[src/rtl/max_pool_pkg.sv]
// max_pool_pkg
//   Shared definitions for the max-pool sequencer:
//   - state_e        : sequencer FSM states
//   - idx_width()    : width of a window-local index, clog2(stride^2)
//   - POOL_STRIDE    : pooling window edge the argmax entry type is sized for
//   - argmax_entry_t : one argmax memory entry (window-local index of the max)
package max_pool_pkg;

    typedef enum logic [2:0] {
        ST_IDLE      = 3'd0,
        ST_FWD       = 3'd1,
        ST_FWD_FLUSH = 3'd2,
        ST_BWD_LOAD  = 3'd3,
        ST_BWD_EMIT  = 3'd4
    } state_e;

    function automatic int idx_width(input int stride);
        return (stride * stride > 1) ? $clog2(stride * stride) : 1;
    endfunction

    // The argmax entry type is fixed by this stride; the top refuses to
    // elaborate with a STRIDE whose index width differs.
    localparam int POOL_STRIDE = 2;
    localparam int IDX_W       = idx_width(POOL_STRIDE);

    typedef logic [IDX_W-1:0] argmax_entry_t;

endpackage

[src/rtl/max_pool_argmax_mem.sv]
// max_pool_argmax_mem
//   Argmax record for every pooling window. Cleared by reset, retained
//   across passes otherwise.
//   Ports:
//     clk, rst_n       : clock, asynchronous active-low reset (clears all)
//     wr_en/row/col    : forward-pass write of one window's argmax
//     wr_data          : window-local index of the maximum
//     rd_row/rd_col    : backward-pass read address
//     rd_data          : combinational read data
module max_pool_argmax_mem
    import max_pool_pkg::*;
#(
    parameter int ROWS  = 16,
    parameter int COLS  = 16,
    parameter int ROW_W = 4,
    parameter int COL_W = 4
) (
    input  logic             clk,
    input  logic             rst_n,
    input  logic             wr_en,
    input  logic [ROW_W-1:0] wr_row,
    input  logic [COL_W-1:0] wr_col,
    input  argmax_entry_t    wr_data,
    input  logic [ROW_W-1:0] rd_row,
    input  logic [COL_W-1:0] rd_col,
    output argmax_entry_t    rd_data
);

    argmax_entry_t mem_q [ROWS][COLS];
    argmax_entry_t mem_d [ROWS][COLS];

    always_comb begin
        mem_d = mem_q;
        if (wr_en) begin
            mem_d[wr_row][wr_col] = wr_data;
        end
    end

    always_ff @(posedge clk or negedge rst_n) begin
        if (!rst_n) begin
            for (int i = 0; i < ROWS; i++) begin
                for (int j = 0; j < COLS; j++) begin
                    mem_q[i][j] <= '0;
                end
            end
        end else begin
            mem_q <= mem_d;
        end
    end

    assign rd_data = mem_q[rd_row][rd_col];

endmodule

[src/rtl/max_pool_sequencer.sv]
// max_pool_sequencer
//   Streaming max-pool stage. Forward: consumes pixels in raster order,
//   emits one pooled value per STRIDE x STRIDE window and records the
//   argmax. Backward: per output row, loads a row of output gradients and
//   expands it into STRIDE full input rows of gradients, routing each
//   gradient to its window's recorded argmax position.
//   Ports:
//     clk, rst_n               : clock, asynchronous active-low reset
//     start, mode              : begin a pass (0 fwd, 1 bwd), sampled in IDLE
//     busy, done               : high outside IDLE / one-cycle end-of-pass pulse
//     in_*                     : input pixel stream (valid/ready)
//     out_*                    : pooled output stream (valid/ready)
//     grad_in_*                : output-gradient stream (valid/ready)
//     grad_out_*               : input-gradient stream (valid/ready)
//   Handshake: a beat transfers on a rising edge where valid && ready; a
//   source holds valid and data stable until that edge.
module max_pool_sequencer
    import max_pool_pkg::*;
#(
    parameter int WIDTH            = 16,
    parameter int STRIDE           = POOL_STRIDE,
    parameter int INPUT_DIM_WIDTH  = 32,
    parameter int INPUT_DIM_HEIGHT = 32
) (
    input  logic                    clk,
    input  logic                    rst_n,
    input  logic                    start,
    input  logic                    mode,
    output logic                    busy,
    output logic                    done,
    input  logic                    in_valid,
    output logic                    in_ready,
    input  logic signed [WIDTH-1:0] in_data,
    output logic                    out_valid,
    input  logic                    out_ready,
    output logic        [WIDTH-1:0] out_data,
    input  logic                    grad_in_valid,
    output logic                    grad_in_ready,
    input  logic signed [WIDTH-1:0] grad_in_data,
    output logic                    grad_out_valid,
    input  logic                    grad_out_ready,
    output logic        [WIDTH-1:0] grad_out_data
);

    localparam int OUTPUT_DIM_WIDTH  = INPUT_DIM_WIDTH / STRIDE;
    localparam int OUTPUT_DIM_HEIGHT = INPUT_DIM_HEIGHT / STRIDE;
    localparam int OW      = OUTPUT_DIM_WIDTH;
    localparam int OH      = OUTPUT_DIM_HEIGHT;
    localparam int R_W     = $clog2(INPUT_DIM_HEIGHT);
    localparam int C_W     = $clog2(INPUT_DIM_WIDTH);
    localparam int OR_W    = (OH > 1) ? $clog2(OH) : 1;
    localparam int OC_W    = (OW > 1) ? $clog2(OW) : 1;
    localparam int LAST_LI = STRIDE * STRIDE - 1;

    if (STRIDE < 2) begin : g_bad_stride
        $error("max_pool_sequencer: STRIDE must be at least 2");
    end
    if ((INPUT_DIM_WIDTH % STRIDE) != 0 || (INPUT_DIM_HEIGHT % STRIDE) != 0) begin : g_bad_dim
        $error("max_pool_sequencer: input dimensions must be divisible by STRIDE");
    end
    if (idx_width(STRIDE) != IDX_W) begin : g_bad_idx
        $error("max_pool_sequencer: STRIDE does not match POOL_STRIDE in max_pool_pkg");
    end

    function automatic argmax_entry_t li_of(input logic [R_W-1:0] r, input logic [C_W-1:0] c);
        return IDX_W'((int'(r) % STRIDE) * STRIDE + (int'(c) % STRIDE));
    endfunction

    function automatic logic [OC_W-1:0] oc_of(input logic [C_W-1:0] c);
        return OC_W'(int'(c) / STRIDE);
    endfunction

    function automatic logic [OR_W-1:0] or_of(input logic [R_W-1:0] r);
        return OR_W'(int'(r) / STRIDE);
    endfunction

    state_e                  state_q, state_d;
    logic [R_W-1:0]          r_q, r_d;
    logic [C_W-1:0]          c_q, c_d;
    logic [OC_W-1:0]         g_q, g_d;   // gradient load column
    logic signed [WIDTH-1:0] pbuf_val_q [OW];
    logic signed [WIDTH-1:0] pbuf_val_d [OW];
    argmax_entry_t           pbuf_idx_q [OW];
    argmax_entry_t           pbuf_idx_d [OW];
    logic signed [WIDTH-1:0] grow_q [OW];
    logic signed [WIDTH-1:0] grow_d [OW];
    logic                    out_valid_q, out_valid_d;
    logic signed [WIDTH-1:0] out_data_q, out_data_d;
    logic                    grad_out_valid_q, grad_out_valid_d;
    logic signed [WIDTH-1:0] grad_out_data_q, grad_out_data_d;
    logic                    done_q, done_d;

    logic busy_w, in_ready_w, grad_in_ready_w;
    logic in_fire, out_fire, gin_fire, gout_fire;
    logic last_pix, row_end, group_end, last_group;
    argmax_entry_t           cur_li, cand_idx;
    logic [OC_W-1:0]         cur_oc, pos_oc;
    logic signed [WIDTH-1:0] cand_val, emit_grow, emit_val;
    logic [R_W-1:0]          pos_r;
    logic [C_W-1:0]          pos_c;
    logic                    am_we;
    argmax_entry_t           am_rd_data;

    assign in_fire   = in_valid && in_ready_w;
    assign out_fire  = out_valid_q && out_ready;
    assign gin_fire  = grad_in_valid && grad_in_ready_w;
    assign gout_fire = grad_out_valid_q && grad_out_ready;

    // Position flags, window candidate and next backward emit value.
    always_comb begin
        cur_li     = li_of(r_q, c_q);
        cur_oc     = oc_of(c_q);
        row_end    = (c_q == C_W'(INPUT_DIM_WIDTH - 1));
        last_group = (r_q == R_W'(INPUT_DIM_HEIGHT - 1));
        last_pix   = row_end && last_group;
        group_end  = ((int'(r_q) % STRIDE) == STRIDE - 1);
        // Strict signed compare: ties keep the earlier raster position.
        if (cur_li == '0 || in_data > pbuf_val_q[cur_oc]) begin
            cand_val = in_data;
            cand_idx = cur_li;
        end else begin
            cand_val = pbuf_val_q[cur_oc];
            cand_idx = pbuf_idx_q[cur_oc];
        end
        // pos is the position whose gradient loads the output register at
        // the next edge: the current position when entering emit, else the
        // successor of the one just handed off.
        pos_r = r_q;
        pos_c = c_q;
        if (state_q == ST_BWD_EMIT) begin
            if (row_end) begin
                pos_r = r_q + 1'b1;
                pos_c = '0;
            end else begin
                pos_c = c_q + 1'b1;
            end
        end
        pos_oc    = oc_of(pos_c);
        // A gradient accepted this cycle is not yet in grow_q.
        emit_grow = (gin_fire && g_q == pos_oc) ? grad_in_data : grow_q[pos_oc];
        emit_val  = (am_rd_data == li_of(pos_r, pos_c)) ? emit_grow : '0;
    end

    // FSM: state register.
    always_ff @(posedge clk or negedge rst_n) begin
        if (!rst_n) state_q <= ST_IDLE;
        else        state_q <= state_d;
    end

    // FSM: next state.
    always_comb begin
        state_d = state_q;
        case (state_q)
            ST_IDLE:      if (start) state_d = mode ? ST_BWD_LOAD : ST_FWD;
            ST_FWD:       if (in_fire && last_pix) state_d = ST_FWD_FLUSH;
            ST_FWD_FLUSH: if (out_fire) state_d = ST_IDLE;
            ST_BWD_LOAD:  if (gin_fire && g_q == OC_W'(OW - 1)) state_d = ST_BWD_EMIT;
            ST_BWD_EMIT:  if (gout_fire && row_end && group_end)
                              state_d = last_group ? ST_IDLE : ST_BWD_LOAD;
            default:      state_d = ST_IDLE;
        endcase
    end

    // FSM: outputs.
    always_comb begin
        busy_w          = (state_q != ST_IDLE);
        in_ready_w      = (state_q == ST_FWD) && !(out_valid_q && !out_ready);
        grad_in_ready_w = (state_q == ST_BWD_LOAD);
    end

    // Datapath next values.
    always_comb begin
        r_d              = r_q;
        c_d              = c_q;
        g_d              = g_q;
        pbuf_val_d       = pbuf_val_q;
        pbuf_idx_d       = pbuf_idx_q;
        grow_d           = grow_q;
        out_valid_d      = out_valid_q;
        out_data_d       = out_data_q;
        grad_out_valid_d = grad_out_valid_q;
        grad_out_data_d  = grad_out_data_q;
        done_d           = 1'b0;
        am_we            = 1'b0;
        case (state_q)
            ST_IDLE: begin
                r_d = '0;
                c_d = '0;
                g_d = '0;
            end
            ST_FWD: begin
                if (out_fire) out_valid_d = 1'b0;
                if (in_fire) begin
                    pbuf_val_d[cur_oc] = cand_val;
                    pbuf_idx_d[cur_oc] = cand_idx;
                    if (cur_li == IDX_W'(LAST_LI)) begin
                        out_valid_d = 1'b1;
                        out_data_d  = cand_val;
                        am_we       = 1'b1;
                    end
                    if (row_end) begin
                        c_d = '0;
                        r_d = last_group ? '0 : r_q + 1'b1;
                    end else begin
                        c_d = c_q + 1'b1;
                    end
                end
            end
            ST_FWD_FLUSH: begin
                if (out_fire) begin
                    out_valid_d = 1'b0;
                    done_d      = 1'b1;
                end
            end
            ST_BWD_LOAD: begin
                if (gin_fire) begin
                    grow_d[g_q] = grad_in_data;
                    if (g_q == OC_W'(OW - 1)) begin
                        g_d              = '0;
                        grad_out_valid_d = 1'b1;
                        grad_out_data_d  = emit_val;
                    end else begin
                        g_d = g_q + 1'b1;
                    end
                end
            end
            ST_BWD_EMIT: begin
                if (gout_fire) begin
                    if (row_end && group_end) begin
                        grad_out_valid_d = 1'b0;
                        c_d              = '0;
                        r_d              = last_group ? '0 : r_q + 1'b1;
                        done_d           = last_group;
                    end else begin
                        r_d             = pos_r;
                        c_d             = pos_c;
                        grad_out_data_d = emit_val;
                    end
                end
            end
            default: ;
        endcase
    end

    always_ff @(posedge clk or negedge rst_n) begin
        if (!rst_n) begin
            r_q              <= '0;
            c_q              <= '0;
            g_q              <= '0;
            out_valid_q      <= 1'b0;
            out_data_q       <= '0;
            grad_out_valid_q <= 1'b0;
            grad_out_data_q  <= '0;
            done_q           <= 1'b0;
            for (int i = 0; i < OW; i++) begin
                pbuf_val_q[i] <= '0;
                pbuf_idx_q[i] <= '0;
                grow_q[i]     <= '0;
            end
        end else begin
            r_q              <= r_d;
            c_q              <= c_d;
            g_q              <= g_d;
            pbuf_val_q       <= pbuf_val_d;
            pbuf_idx_q       <= pbuf_idx_d;
            grow_q           <= grow_d;
            out_valid_q      <= out_valid_d;
            out_data_q       <= out_data_d;
            grad_out_valid_q <= grad_out_valid_d;
            grad_out_data_q  <= grad_out_data_d;
            done_q           <= done_d;
        end
    end

    max_pool_argmax_mem #(
        .ROWS  (OH),
        .COLS  (OW),
        .ROW_W (OR_W),
        .COL_W (OC_W)
    ) u_argmax_mem (
        .clk     (clk),
        .rst_n   (rst_n),
        .wr_en   (am_we),
        .wr_row  (or_of(r_q)),
        .wr_col  (cur_oc),
        .wr_data (cand_idx),
        .rd_row  (or_of(pos_r)),
        .rd_col  (pos_oc),
        .rd_data (am_rd_data)
    );

    assign busy           = busy_w;
    assign done           = done_q;
    assign in_ready       = in_ready_w;
    assign out_valid      = out_valid_q;
    assign out_data       = out_data_q;
    assign grad_in_ready  = grad_in_ready_w;
    assign grad_out_valid = grad_out_valid_q;
    assign grad_out_data  = grad_out_data_q;

endmodule

[config.mk]
export PLATFORM = sky130hd
export DESIGN_NAME = max_pool_sequencer
export DESIGN_NICKNAME = d
export VERILOG_FILES = /design/src/rtl/max_pool_pkg.sv /design/src/rtl/max_pool_argmax_mem.sv /design/src/rtl/max_pool_sequencer.sv
export SDC_FILE = /design/constraint.sdc
export NUM_CORES = 2
export LEC_CHECK = 0
export CAP_MARGIN = 5
export CORE_ASPECT_RATIO = 1.4
export CORE_MARGIN = 3
export CORE_UTILIZATION = 44
export CTS_BUF_LIST = sky130_fd_sc_hd__clkbuf_2
export DETAILED_ROUTE_END_ITERATION = 12
export GPL_TIMING_DRIVEN = 0
export HOLD_SLACK_MARGIN = 0.08
export PLACE_DENSITY_LB_ADDON = 0.12
export SETUP_SLACK_MARGIN = 0.1
export SLEW_MARGIN = 5
export SYNTH_ARGS = -nofsm -noshare
export SYNTH_HDL_FRONTEND = slang
export SYNTH_SLANG_ARGS = --single-unit
export TNS_END_PERCENT = 30
[constraint.sdc]
create_clock -name clk -period 9.4 [get_ports clk]
set_input_delay 1.41 -clock clk [delete_from_list [all_inputs] [get_ports clk]]
set_output_delay 1.41 -clock clk [all_outputs]
set_load 0.1 [all_outputs]
==> impl_results.md <==
- First-pass GRT wire length: 287.6 mm
- Core region area: 0.1153 mm2
- Slowest-stage cell, CP: buf_2
- Syn Nets: 5191
- Drt first pass iters: 6
- Die height: 410.2 um
- Max_slew headroom: 0.02196
- CP peak stage delay: 0.68 ns
- Via Count: 42424
- Setup crit end kind: flop
- Fin crit period: 9.005 ns
- Worst Tran Pin Value: 1.456 ns
- Lkg Pwr: 25.91 nW
- IO Port Bufs: 77
- Synthesized area: 0.05134 mm2
- GR Overflow Total: 0
- Post CTS Setup Buffer Count: 0
- Final Cycle Share: 0.9580
- Area delta synth->final: 10.45%
- Die Span X: 294.7 um
- DP Wirelength: 138.7 mm
- Pins Over Slew Limit: 0
- Largest net degree at the start of global routing: 168
- Post-synth EDFFs: 0
- Peak Freq: 0.1110 GHz
- Min-delay worst type: primary input to async pin
- Pre-CTS WS: -0.4800 ns
- Ports: 78
- Final hold viol count: 0
- Initial DRC count: 3975
- RSZ-0062 raised after global routing: false
- Worst Path Required: 11.00 ns
- Ys async rst share: 1.000
- Cell repeated most along the worst path: buf_2
- Drt wl/cell: 27.48 um
- Crit path launch: c_q[2]
- Final setup vio count: 0
- Initial antenna violation count: 5
- WP data arrival: 10.61 ns
- Synth Area per Inst: 10.02 um2
- Vias in the first global route: 42914
- Fillcell total: 11013
- Total number of yosys warnings: 0
- Critical path, cell by cell: clkbuf_2 -> clkbuf_2 -> clkbuf_1 -> clkbuf_1 -> and3_1 -> ha_1 -> nand4bb_4 -> or3_1 -> nand2_1 -> buf_2 -> buf_2 -> buf_2 -> mux4_2 -> a22oi_1 -> nand4_1 -> o2111a_1 -> nand3_1 -> or4b_1 -> buf_2 -> buf_6 -> o21ai_1
- Reg clk slew, reported paths: 0.10 ns
- Share of cells above drive strength 1: 0.1639
- Max-cap violation count: 0
- Reg-to-reg slack, setup: 0.39 ns
- Worst Skew: 0.1707 ns
- CTS tree: done
- Remaining antenna violation count: 0
- Max VDD drop: 0.2770 mV
- CP startpoint kind: flop
- Status: finished, final reports clean
- Insertion delay of the later-clocked pin in the worst-skew pair: 1.78 ns
- Drt total wl: 197.5 mm
- Yosys cell types: 74
- Pwr/cell area: 250.5 mW/mm2
- Syn Inst Count: 5126
- Final total power: 14.21 mW
- Crit Path Class: flop to flop
- Htree depth: 5
- DRC Markers: 0
- # nets final: 5578
- Register area share after synthesis: 0.5401
- PnR worst setup slack: 0.3949 ns
- Fin Hold WS: 0.2685 ns
- Clock tree buffer depth: 4
- GRT Overall Usage: 0.3284
- Initial Util: 0.4452
- Synth Register Bits: 1108
- # clock sinks: 1108
- Die footprint: 0.1209 mm2
- Row cnt: 147
- Worst R2R Start: c_q[2]
- Main synth FF type: dfrtp_1
- Gpl congestion: 1.015
- Total CTS buffers: 299
- Worst-path fanout max: 19
- Vias per Instance: 5.902
- Clk root buf: clkbuf_2
[state kept, by name, indices dropped and copies added, names as in the netlist, 3 cells and up]
signal	cells
grow_q	256
state_q	3
c_q	5
r_q	5
u_argmax_mem.mem_q	512
pbuf_val_q	256
grad_out_data	16
g_q	4
out_data	16
pbuf_idx_q	32
[power by group]
group	internal [mW]	switching, mW
Combinational	1.12	4.35
Clock	1.30	2.09
Sequential	5.13	0.206
[logic make-up (layout without fill, tap and decap cells)]
logic type / Yosys count / after routing / share of synthesized area
simple gates: 1972 / 1972 / 0.1566
flops: 1108 / 1108 / 0.5401
compound gates: 1092 / 1092 / 0.1177
mux: 534 / 534 / 0.1478
buf+inv: 389 / 956 / 0.03061
fa+ha+maj: 25 / 25 / 0.006093
xor+xnor: 6 / 6 / 0.001024
other cells: 0 / 5 / 0
[worst max-delay path, delay by kind of cell (launching register included)]
kind | cells | cell delay, ns
buffers and inverters | 9 | 4.58
and+or+nand+nor | 7 | 2.24
AOI/OAI and AO/OA | 3 | 0.87
DFF | 1 | 0.43
muxes | 1 | 0.43
adders and majority gates | 1 | 0.34
[timing repair]
action / in CTS / in global routing
endpoints found under the hold margin: 300 / 0
endpoints found under the setup margin: 16 / 16
gates resized for setup: 3 / 0
hold buffers: 1 / 0
[placed cells by master, fill, tap and decap left out, types with 14 or more instances in the layout]
cell             netlist  routed
a32oi_1               14      14
clkbuf_2               0     428
mux4_2               152     152
clkdlybuf4s50_1        0      76
nor3_1                49      47
clkinv_1               0      43
nor2_1               668     668
mux2i_1              119     118
a31oi_1               20      20
a21oi_1              532     532
nand2b_1              15      15
and3_1                66      66
nor2b_1               14      14
a311oi_1              61      61
o21ai_0              362     362
buf_1                 28      28
clkbuf_1             283     280
ha_1                  25      25
dfrtp_1             1108    1108
buf_2                 38      38
nand2_1              988     988
inv_1                 26      26
a211oi_1              21      21
nand3_1              122     122
mux2_2               261     261
nand4_1               14      14
[cell usage after synthesis, drive strengths merged (3+ instances only)]
cell / instances / share of area
dfrtp: 1108 / 0.54
nand2: 988 / 0.072
nor2: 669 / 0.049
a21oi: 532 / 0.052
o21ai: 374 / 0.036
clkbuf: 283 / 0.021
mux2: 261 / 0.057
mux4: 152 / 0.067
nand3: 122 / 0.012
mux2i: 121 / 0.024
buf: 80 / 0.0080
and3: 66 / 0.0080
a311oi: 61 / 0.010
nor3: 51 / 0.0052
inv: 26 / 0.0019
ha: 25 / 0.0061
a211oi: 21 / 0.0031
a31oi: 20 / 0.0024
nand2b: 15 / 0.0018
a32oi: 14 / 0.0024
nand4: 14 / 0.0017
nor2b: 14 / 0.0017
o22ai: 9 / 0.0011
a22oi: 8 / 0.0012
o21a: 8 / 0.0012
and2: 6 / 0.00073
nor4: 6 / 0.00073
a2111oi: 5 / 0.00088
a21o: 5 / 0.00073
nor3b: 5 / 0.00083
o31ai: 5 / 0.00073
or3: 4 / 0.00049
xnor2: 4 / 0.00068
a211o: 3 / 0.00051
a221oi: 3 / 0.00051
or2: 3 / 0.00037
[metrics by stage]
| step | instances | utilization | cell area (um2) | setup TNS (ns) |
|---|---|---|---|---|
| floorplan | 5126 | - | 51340 | 0 |
| global placement | 6693 | 0.4680 | 53970 | - |
| detailed placement | 6702 | 0.4702 | 54220 | -6.955 |
| CTS | 7184 | 0.4915 | 56690 | 0 |
| global route | 7185 | 0.4917 | 56700 | 0 |
| finish | 7188 | 0.4917 | 56710 | 0 |
[metal layers]
layer  wire length, um  global-route usage  part of all wire  vias up
met1             73960              0.3897              0.37    21096
met2             93980              0.5349              0.48     1924
li1                  -                   -                 -    18747
met3             14820             0.07520             0.075      655
met4             14730              0.2167             0.075        2
met5                12           0.0004065          0.000061        -
[worst paths after layout]
check | endpoint | depth (start not counted)
worst min register to register | pbuf_idx_q[10] | 2
worst min-delay path | u_argmax_mem.mem_q[339] | 2
worst max register to register | grad_out_data[11] | 21
max in group asynchronous | grow_q[247] | 5
min in group clk | pbuf_idx_q[10] | 2
worst max-delay path | grad_out_data[11] | 21
[layout make-up]
class | instances | area (um2) | share of cell area
Timing Repair Buffer | 87 | 1013 | 0.01787
Clock buffer | 426 | 2132 | 0.03760
Sequential cell | 1108 | 27730 | 0.4890
Clock inverter | 55 | 315.3 | 0.005560
Antenna cell | 5 | 12.51 | 0.0002206
Tap cell | 1490 | 1864 | 0.03288
Inverter | 26 | 97.59 | 0.001721
Buffer | 362 | 1473 | 0.02597
Multi-Input combinational cell | 3629 | 22070 | 0.3892
No activity file was read; power rests on OpenSTA's default activity.
